## src/rtl/alu_arith_pipe.sv

```systemverilog
// Two-stage pipelined adder ALU with accumulator; optional {C,V,N,Z} flags when ALU_ARITH_PIPE_FLAGS_EN is defined.
// Latency: 2 clock edges from input acceptance to Out_valid; one op per cycle throughput.
// Backpressure: Out_ready=0 holds S2 stable, S1 then stalls and In_ready drops; nothing is lost or duplicated.
module alu_arith_pipe #(
    parameter int WIDTH = 8
) (
    input  logic             clk,
    input  logic             rst_n,
    input  logic [1:0]       Sel,
    input  logic             Carryin,
    input  logic [WIDTH-1:0] A,
    input  logic [WIDTH-1:0] B,
    input  logic             Acc_sel,
    input  logic             Acc_clr,
    input  logic             In_valid,
    output logic             In_ready,
    output logic             Out_valid,
    input  logic             Out_ready,
    output logic [WIDTH-1:0] Result
`ifdef ALU_ARITH_PIPE_FLAGS_EN
    ,
    output logic [3:0]       Flags
`endif
);

    // S1: captured operands and opcode
    logic             s1_vld;
    logic [WIDTH-1:0] s1_a;
    logic [WIDTH-1:0] s1_b;
    logic [2:0]       s1_opc;
    logic             s1_acc_sel;

    // S2: result stage
    logic             s2_vld;
    logic [WIDTH-1:0] acc;

    logic             advance;
    logic             accept;
    logic [WIDTH-1:0] aop;
    logic [WIDTH-1:0] x;
    logic             cin;

    // S1 moves forward when S2 is free or being drained this cycle
    assign advance   = s1_vld && (!s2_vld || Out_ready);
    assign In_ready  = !s1_vld || advance;
    assign accept    = In_valid && In_ready;
    assign Out_valid = s2_vld;

    // Accumulator is read at advance time so chained accumulate ops see the previous result
    assign aop = s1_acc_sel ? acc : s1_a;

    // Opcode {Sel,Carryin} selects the addend and carry-in
    always_comb begin
        x   = '0;
        cin = 1'b0;
        case (s1_opc)
            3'b000: begin x = '0;          cin = 1'b0; end
            3'b001: begin x = '0;          cin = 1'b1; end
            3'b010: begin x = s1_b;        cin = 1'b0; end
            3'b011: begin x = s1_b;        cin = 1'b1; end
            3'b100: begin x = ~s1_b;       cin = 1'b0; end
            3'b101: begin x = ~s1_b;       cin = 1'b1; end
            3'b110: begin x = '1;          cin = 1'b0; end
            default: begin x = '0;         cin = 1'b0; end
        endcase
    end

`ifdef ALU_ARITH_PIPE_FLAGS_EN
    logic [WIDTH:0] sum;
    logic [3:0]     flags_nxt;

    assign sum = {1'b0, aop} + {1'b0, x} + (WIDTH + 1)'(cin);

    // Overflow: both addends share a sign that differs from the result sign
    always_comb begin
        flags_nxt    = '0;
        flags_nxt[3] = sum[WIDTH];
        flags_nxt[2] = (aop[WIDTH-1] == x[WIDTH-1]) && (sum[WIDTH-1] != aop[WIDTH-1]);
        flags_nxt[1] = sum[WIDTH-1];
        flags_nxt[0] = (sum[WIDTH-1:0] == '0);
    end

    // Flag register tracks the result register
    always_ff @(posedge clk or negedge rst_n) begin
        if (!rst_n) begin
            Flags <= '0;
        end else if (advance) begin
            Flags <= flags_nxt;
        end
    end
`else
    logic [WIDTH-1:0] sum;

    assign sum = aop + x + WIDTH'(cin);
`endif

    // S1 capture on handshake; valid drops once its op has moved on with nothing new behind it
    always_ff @(posedge clk or negedge rst_n) begin
        if (!rst_n) begin
            s1_vld     <= 1'b0;
            s1_a       <= '0;
            s1_b       <= '0;
            s1_opc     <= '0;
            s1_acc_sel <= 1'b0;
        end else if (accept) begin
            s1_vld     <= 1'b1;
            s1_a       <= A;
            s1_b       <= B;
            s1_opc     <= {Sel, Carryin};
            s1_acc_sel <= Acc_sel;
        end else if (advance) begin
            s1_vld     <= 1'b0;
        end
    end

    // S2 loads on advance, empties when drained; holds otherwise
    always_ff @(posedge clk or negedge rst_n) begin
        if (!rst_n) begin
            s2_vld <= 1'b0;
            Result <= '0;
        end else if (advance) begin
            s2_vld <= 1'b1;
            Result <= sum[WIDTH-1:0];
        end else if (Out_ready) begin
            s2_vld <= 1'b0;
        end
    end

    // Accumulator follows each advancing result; clear has priority
    always_ff @(posedge clk or negedge rst_n) begin
        if (!rst_n) begin
            acc <= '0;
        end else if (Acc_clr) begin
            acc <= '0;
        end else if (advance) begin
            acc <= sum[WIDTH-1:0];
        end
    end

endmodule

```

## config.mk

```make
export PLATFORM = sky130hd
export DESIGN_NAME = alu_arith_pipe
export DESIGN_NICKNAME = d
export VERILOG_FILES = /design/src/rtl/alu_arith_pipe.sv
export SDC_FILE = /design/constraint.sdc
export NUM_CORES = 1
export LEC_CHECK = 0
export CELL_PAD_IN_SITES_DETAIL_PLACEMENT = 0
export CELL_PAD_IN_SITES_GLOBAL_PLACEMENT = 1
export CORE_ASPECT_RATIO = 0.75
export CORE_MARGIN = 2
export CORE_UTILIZATION = 40
export CTS_CLUSTER_SIZE = 24
export DETAILED_ROUTE_END_ITERATION = 12
export DONT_BUFFER_PORTS = 1
export PLACE_DENSITY = 0.77
export SYNTH_ARGS = -nofsm -noshare
export SYNTH_HDL_FRONTEND = slang
export SYNTH_SLANG_ARGS = --single-unit
```

## constraint.sdc

```tcl
create_clock -name clk -period 2.35 [get_ports clk]
set_input_delay 0.47 -clock clk [delete_from_list [all_inputs] [get_ports clk]]
set_output_delay 0.47 -clock clk [all_outputs]
set_load 0.05 [all_outputs]
```

---- Word level (Yosys, flattened, before mapping) ----
Cells that the tools add are included.
cells by class
  add/sub/neg operators ................... 2
  equality and inequality tests ........... 6
  multiplexer cells ....................... 9
  bitwise logic cells ..................... 1
  reductions and logical operators ........ 12
operators with widths
  cell                  count
  $mux W8               3
  $pmux W8 S3           1
  $eq A3 B3 Y1 const B  3
  $add A8 B1 Y8         1
  $add A8 B8 Y8         1
  $not A8 Y8            1
  $eq A3 B2 Y1 const B  2
  $reduce_bool A2 Y1    3
  $mux W1               5
  $reduce_or A2 Y1      2
  $eq A3 B1 Y1 const B  1
  $reduce_or A3 Y1      1
  $logic_and A1 B1 Y1   2
  $logic_not A1 Y1      2
  $logic_or A1 B1 Y1    2
word-level totals
  register bits ........................... 38
  bits of input ports ..................... 25
  output and inout port bits .............. 10
  word-level logic and storage cells ...... 38

---- Depth between registers and ports, before layout ----
Gate-level depths: netlist of run 1.
  depth after elaboration ................. 7
  gate-level depth with buffers ........... 11
  gate-level depth less buffers ........... 10

---- Worst setup path before layout of run 1 ----
Ideal clock, no wire load.
  path kind ............................... register to register
  start point ............................. register s1_opc[1]
  end point ............................... register acc[5]
  setup time .............................. 82 ps
  arrival time ............................ 2353 ps
  required time ........................... 2268 ps
  setup slack ............................. -85 ps
  stages on the path, launching flop included .. 10
  path buffers ............................ 1
  clock period less this slack ............ 2435 ps
  cell sequence ........................... dfrtp_1 > and3_1 > buf_6 > a211oi_1 > ha_1 > nor2b_1 > o31a_1 > o21a_1 > or3_1 > a31oi_1
between the ends
  word-level cells in the longest chain between the ends .. 7
  elaborated cells on any way between the ends .. 15
  those cells by class .................... add/sub (2); eq/ne (6); mux (4); reduce/logical (3)
ends and longest elaborated chain
  item                                                 RTL line  source
  start: declaration                                   30        logic [2:0] s1_opc;
  start signal: assignment                             109       s1_opc <= {Sel, Carryin};
  $eq A3 B3 Y1 / $eq A3 B2 Y1 (equally long branches)  56        case (s1_opc)
  $reduce_or A2 Y1 (no line)                           n/a
  $pmux W8 S3                                          56
  $add A8 B8 Y8                                        94        assign sum = aop + x + WIDTH'(cin);
  $add A8 B1 Y8 *                                      94
  $mux W8 *                                            135       end else if (advance) begin
  $mux W8 *                                            133       end else if (Acc_clr) begin
  end signal: assignment                               136       acc <= sum[WIDTH-1:0];
  end: declaration                                     35        logic [WIDTH-1:0] acc;
Every way passes the cells marked *; elsewhere a longest branch is shown, timed or not. The select of a mux whose other input is x is not followed.
A chain may end at the register's enable or synchronous reset.

---- Worst setup path in the final report of run 1 ----
  start point ............................. register s1_opc[2]
  end point ............................... register acc[5]
The elaborated chain is that of the path after synthesis.

==> flow_summary.toml, run 1 <==
[yosys]
synth_area_leader_cell = "dfrtp_1"
yosysWarnings = 0
synth_edf_count = 0
syn_inst = 178
synth.ff_latch_count = 38
async_flop_share_pct = 100.0
seq_area_frac_synth_pct = 47.95
syn_avg_cell_area_um2 = 11.14
yosys.area.top_type_share_pct = 47.95
synth_area_leaders = "dfrtp_1, mux2_2, nand2_1, ha_1, nor2_1"
ys_types = 36
synth_area_mm2 = 0.001983
synth_fp_nets = 211
synth_top_flop_cell = "dfrtp_1"

[die]
coreArea_mm2 = 0.004845
die_area_mm2 = 0.005543
die_h_um = 64.98
die_w_um = 85.31
rows = 22
start_util_pct = 40.93
pin_count = 35

[final_layout]
seq_area_um2 = 952.2
n_fill_cell = 444
antenna_cells = 0
fin_area_mm2 = 0.002356
fin_util_pct = 48.63
layout.nets = 230
drive_gt1_share_pct = 37.88
fin_cells = 258
syn_to_final_growth_pct = 18.80
multi_input_area_mm2 = 0.001045

[timing]
setup_violations = 0
fin_ws_ns = 0.02533
holdWs_ns = 0.007340
slew-limit-headroom_pct = 67.80
fmaxAchievable_ghz = 0.4302
skew_ns = 0.007803
period_share_pct = 98.92
finalHoldViolCount = 0
tns_ns = 0
worst_pin_slew_ns = 0.4830
rsz0062_at_grt = "true"
drv_slew = 0
period_needed_ns = 2.325

[clock_network]
cts.sinks = 38
cts.clk_slew.worst_paths_ns = 0.08
htree_levels = 2
clk_latency_ns = 0.29
clk_path_buf_depth = 2
cts_tree = "built"
root_buffer = "clkbuf_8"
cts_made_buffers = 5

[setup_path]
rr_endpoint = "acc[5]$_DFFE_PN0P_"
r2r_cells = 9
crit_arrival_ns = 2.53
r2r-start = "s1_opc[2]$_DFFE_PN0P_"
cp-end-kind = "flip-flop"
critPathRequiredTime_ns = 2.56
critPathKind = "flip-flop to flip-flop"
worst_setup_path_start_kind = "flip-flop"
worstPathMaxFanout = 7
rrSetupSlack_ns = 0.03

[drt]
drtAntennaViolNets = 0
wl_mm = 4.324
wl_per_cell_um = 16.76
drtPass1Iterations = 4
drc_errors = 0
routed-via-count = 1387
viasPerCell = 5.376
drt_iter0_drc = 53

[pwr]
irDropWorstVdd_uv = 528.1
power.density_mw_per_mm2 = 1095
cellLeakagePower_nw = 1.031
p_total_mw = 2.580

[outcome]
outcome = "completed"

[grt]
antenna_found_initial = 0
grt_max_degree = 39
grt_pass1_wl_mm = 6.686
grt_usage_pct = 15.79
grt_pass1_vias = 1380
gr-total-overflow = 0

[place]
post-dp-hpwl_mm = 3.036
io_buffer_count = 0
place_area_mm2 = 0.002083
preCtsSetupSlack_ns = -0.07233
routabilityCongestion = 0.8790
dp_cells = 243

[flow_run]
cap_violations = 0

[worst_hold_path]
hp-class = "input pin to asynchronous set/reset pin"
critical path, cell delays in order, from the launching register on:
cell and delay, ns:
dfrtp_1 0.37, buf_6 0.15, nor2_4 0.05, a211oi_4 0.26, ha_4 0.24, nor2b_4 0.12
o31a_1 0.34, o21a_1 0.21, or3_4 0.33, a31oi_1 0.16
flip-flops by register name, indices dropped and copies added (netlist names):
signal	count
Result	8
s1_opc	3
s1_b	8
acc	8
s1_a	8
s1_vld	1
Out_valid	1
s1_acc_sel	1
layout make-up:
class                           instances  share of cell area [%]
Inverter                                4                  0.6373
Sequential cell                        38                   40.41
Tap cell                               60                   3.186
Multi-Input combinational cell        127                   44.34
Clock inverter                          1                  0.2124
Timing Repair Buffer                   21                   7.541
Clock buffer                            7                   3.664
cells in the mapped netlist, types with 3 or more instances:
master     n
o21ai_0    7
nand2_1   21
a211oi_1   7
dfrtp_1   38
mux2_2    26
xnor2_1    3
nor2_1    17
inv_1      4
buf_6      5
ha_1       6
a21o_1     3
nand2b_1   3
a21oi_1    7
cell usage in the layout (no fill, tap or decap), types with 4 or more instances in the layout:
cell / Yosys / layout
a211oi_2: 1 / 4
a21oi_1: 7 / 5
buf_4: 1 / 18
clkbuf_8: 0 / 6
dfrtp_1: 38 / 37
ha_1: 6 / 4
mux2_2: 26 / 25
nand2_1: 21 / 21
nor2_1: 17 / 15
o21ai_0: 7 / 6
where the power goes:
| group | total, mW | internal (mW) | leakage (nW) | switching [mW] |
|---|---|---|---|---|
| logic | 0.952 | 0.487 | 0.525 | 0.466 |
| clock network | 0.459 | 0.237 | 0.0482 | 0.223 |
| registers | 1.17 | 0.809 | 0.458 | 0.360 |
| total | 2.58 | 1.53 | 1.03 | 1.05 |
how the worst max path moves through the flow:
stage               slack (ns)                   start               endpoint  cells past startpoint
floorplan                 0.02   s1_opc[1]$_DFFE_PN0P_  Result[6]$_DFFE_PN0P_                     11
global placement         -0.05  s1_acc_sel$_DFFE_PN0P_  Result[6]$_DFFE_PN0P_                      9
detailed placement       -0.07   s1_opc[1]$_DFFE_PN0P_     acc[5]$_DFFE_PN0P_                      9
CTS                     0.0005   s1_opc[1]$_DFFE_PN0P_     acc[5]$_DFFE_PN0P_                      9
global route             -0.06   s1_opc[2]$_DFFE_PN0P_     acc[5]$_DFFE_PN0P_                      9
finish                    0.03   s1_opc[2]$_DFFE_PN0P_     acc[5]$_DFFE_PN0P_                      9
routing by layer:
layer | GRT usage [%] | vias to the layer above | wire length [µm]
met5 | 0 | - | 0
met4 | 5.952 | 0 | 41
met3 | 5.350 | 4 | 271
met2 | 23.34 | 34 | 2046
met1 | 21.42 | 685 | 1964
li1 | - | 664 | -
cell families after synthesis:
family          count (synthesis)  synth area share (%)
compound gates                 35                 12.05
mux                            28                 15.77
xor+xnor                        5                 2.209
fa+ha+maj                       8                 5.804
simple gates                   51                 11.17
flops                          38                 47.95
buf+inv                        13                 5.047
what timing repair did:
item	CTS	global route
pin swaps	2	16
hold buffers	1	0
buffers inserted	1	5
gates cloned	0	0
resized for setup	7	20
endpoints found under the setup margin	7	8
hold endpoints to repair	38	0
Power figures use the tool's default switching activity.
==> run 2, diff against run 1 <==
- ABC_AREA: default -> 0
- HOLD_SLACK_MARGIN: default -> 0.08
==> flow_summary.toml, run 2 (synthesized netlist as in run 1, its figures left out) <==
[final_layout]
layout_commonest_cell = "dfrtp_1"
layout.nets = 231
drive_gt1_share_pct = 37.69
antenna_cells = 0
multi_input_area_mm2 = 0.001045
fin_util_pct = 48.84
seq_area_um2 = 952.2
fin_area_mm2 = 0.002366
fin_cells = 259
layout_common_cells = "dfrtp_1, mux2_2, nand2_1"
syn_to_final_growth_pct = 19.31
n_fill_cell = 444

[drt]
routed-via-count = 1390
drtAntennaViolNets = 0
viasPerCell = 5.367
drtPass1Iterations = 4
wl_per_cell_um = 16.64
wl_mm = 4.310
drc_errors = 0
drt_iter0_drc = 56

[clock_network]
cts.sinks = 38
cts_tree = "built"
cts.clk_slew.worst_paths_ns = 0.08
clk_latency_ns = 0.29
cts_made_buffers = 5
clk_path_buf_depth = 2
root_buffer = "clkbuf_8"
htree_levels = 2

[grt]
grt_max_degree = 39
antenna_found_initial = 0
gr-total-overflow = 0
grt_usage_pct = 15.82
grt_pass1_vias = 1386
grt_pass1_wl_mm = 6.699

[die]
die_area_mm2 = 0.005543
die_w_um = 85.31
die_h_um = 64.98
coreArea_mm2 = 0.004845
rows = 22
pin_count = 35
start_util_pct = 40.93

[pwr]
seqPwrFrac_pct = 45.3
swShare_pct = 40.62
cellLeakagePower_nw = 1.035
comb_power_share_pct = 37.0
p_int_mw = 1.533
power.density_mw_per_mm2 = 1091
p_total_mw = 2.581
irDropWorstVdd_uv = 528.6
switchingPower_mw = 1.048
p_clk_share_pct = 17.8

[place]
io_buffer_count = 0
post-dp-hpwl_mm = 3.036
dp_cells = 243
place_area_mm2 = 0.002083
routabilityCongestion = 0.8790
preCtsSetupSlack_ns = -0.07233

[timing]
rsz0062_at_grt = "true"
fmaxAchievable_ghz = 0.4302
finalHoldViolCount = 0
holdWs_ns = 0.2335
drv_slew = 0
tns_ns = 0
worst_pin_slew_ns = 0.4830
period_share_pct = 98.91
skew_ns = 0.007945
fin_ws_ns = 0.02573
period_needed_ns = 2.324
setup_violations = 0
slew-limit-headroom_pct = 67.80

[setup_path]
r2r-start = "s1_opc[2]$_DFFE_PN0P_"
r2r_cells = 9
crit_chain = "buf_6, nor2_4, a211oi_4, ha_4, nor2b_4, o31a_1, o21a_1, or3_4, a31oi_1"
critPathRequiredTime_ns = 2.56
crit_arrival_ns = 2.53
worst_setup_path_start_kind = "flip-flop"
crit_start = "s1_opc[2]$_DFFE_PN0P_"
rrSetupSlack_ns = 0.03
rr_endpoint = "acc[5]$_DFFE_PN0P_"
cpLargestDelayFamily = "compound AO/OA/AOI/OAI gates"
slowest_delay_ns = 0.37
critPathKind = "flip-flop to flip-flop"
cp_num_cells = 9
slowest_stage = "dfrtp_1"
cp-end-kind = "flip-flop"
worstPathMaxFanout = 7
critical_path_buf_inv_count = 1
cp-endpoint = "acc[5]$_DFFE_PN0P_"

[flow_run]
cap_violations = 0

[outcome]
outcome = "completed"

[worst_hold_path]
hp-class = "input pin to flip-flop"
## run 2: changes by cell type in the layout (fill, tap and decap cells not counted), sizes merged
cell         previous run  this run
dlygate4sd3             0         1
## run 2: worst register-to-register path: cells and delay by family (launching register included)
kind | cells | cell delay (ns)
AO/OA/AOI/OAI | 4 | 0.97
adder cells (fa/ha/maj) | 1 | 0.24
flip-flops | 1 | 0.37
AND/OR/NAND/NOR | 3 | 0.50
buffers and inverters | 1 | 0.15
## run 2: area by class of cell
class / count / area share, %
multi-input combinational: 127 / 44.16
sequential: 38 / 40.24
timing repair buffer: 22 / 7.932
clock buffer: 7 / 3.649
tap: 60 / 3.173
inverter: 4 / 0.6346
clock inverter: 1 / 0.2115
## run 2: worst min path at each step
stage | start | end | cells after the start
floorplan | rst_n | Out_valid$_DFFE_PN0P_ | 0
global placement | rst_n | Out_valid$_DFFE_PN0P_ | 0
detailed placement | rst_n | s1_vld$_DFFE_PN0P_ | 0
CTS | Acc_clr | acc[1]$_DFFE_PN0P_ | 1
global route | Acc_clr | acc[4]$_DFFE_PN0P_ | 1
finish | Acc_clr | acc[1]$_DFFE_PN0P_ | 1
## run 2: what timing repair did
action                                 in CTS  in global routing
pin swaps                                   2                 16
gates cloned                                0                  0
buffers inserted                            1                  5
endpoints found under the hold margin      38                  0
setup endpoints to repair                   7                  8
hold buffers                                2                  0
resized for setup                           7                 20
## run 2: layer usage
layer | track usage [%] | part of all wire (%)
met5 | 0 | 0
met4 | 5.952 | 0.95
met3 | 5.350 | 6.3
met1 | 21.42 | 45
met2 | 23.44 | 47
## run 2: power by group through the flow
stage / clock network (mW) / registers, mW / logic, mW
4_1_cts: 0.476 / 1.16 / 0.820
5_1_grt: 0.505 / 1.19 / 1.04
3_5_place_dp: 0 / 1.17 / 0.771
2_1_floorplan: 0 / 1.14 / 0.620
3_3_place_gp: 0 / 1.17 / 0.751
6_report: 0.459 / 1.17 / 0.954
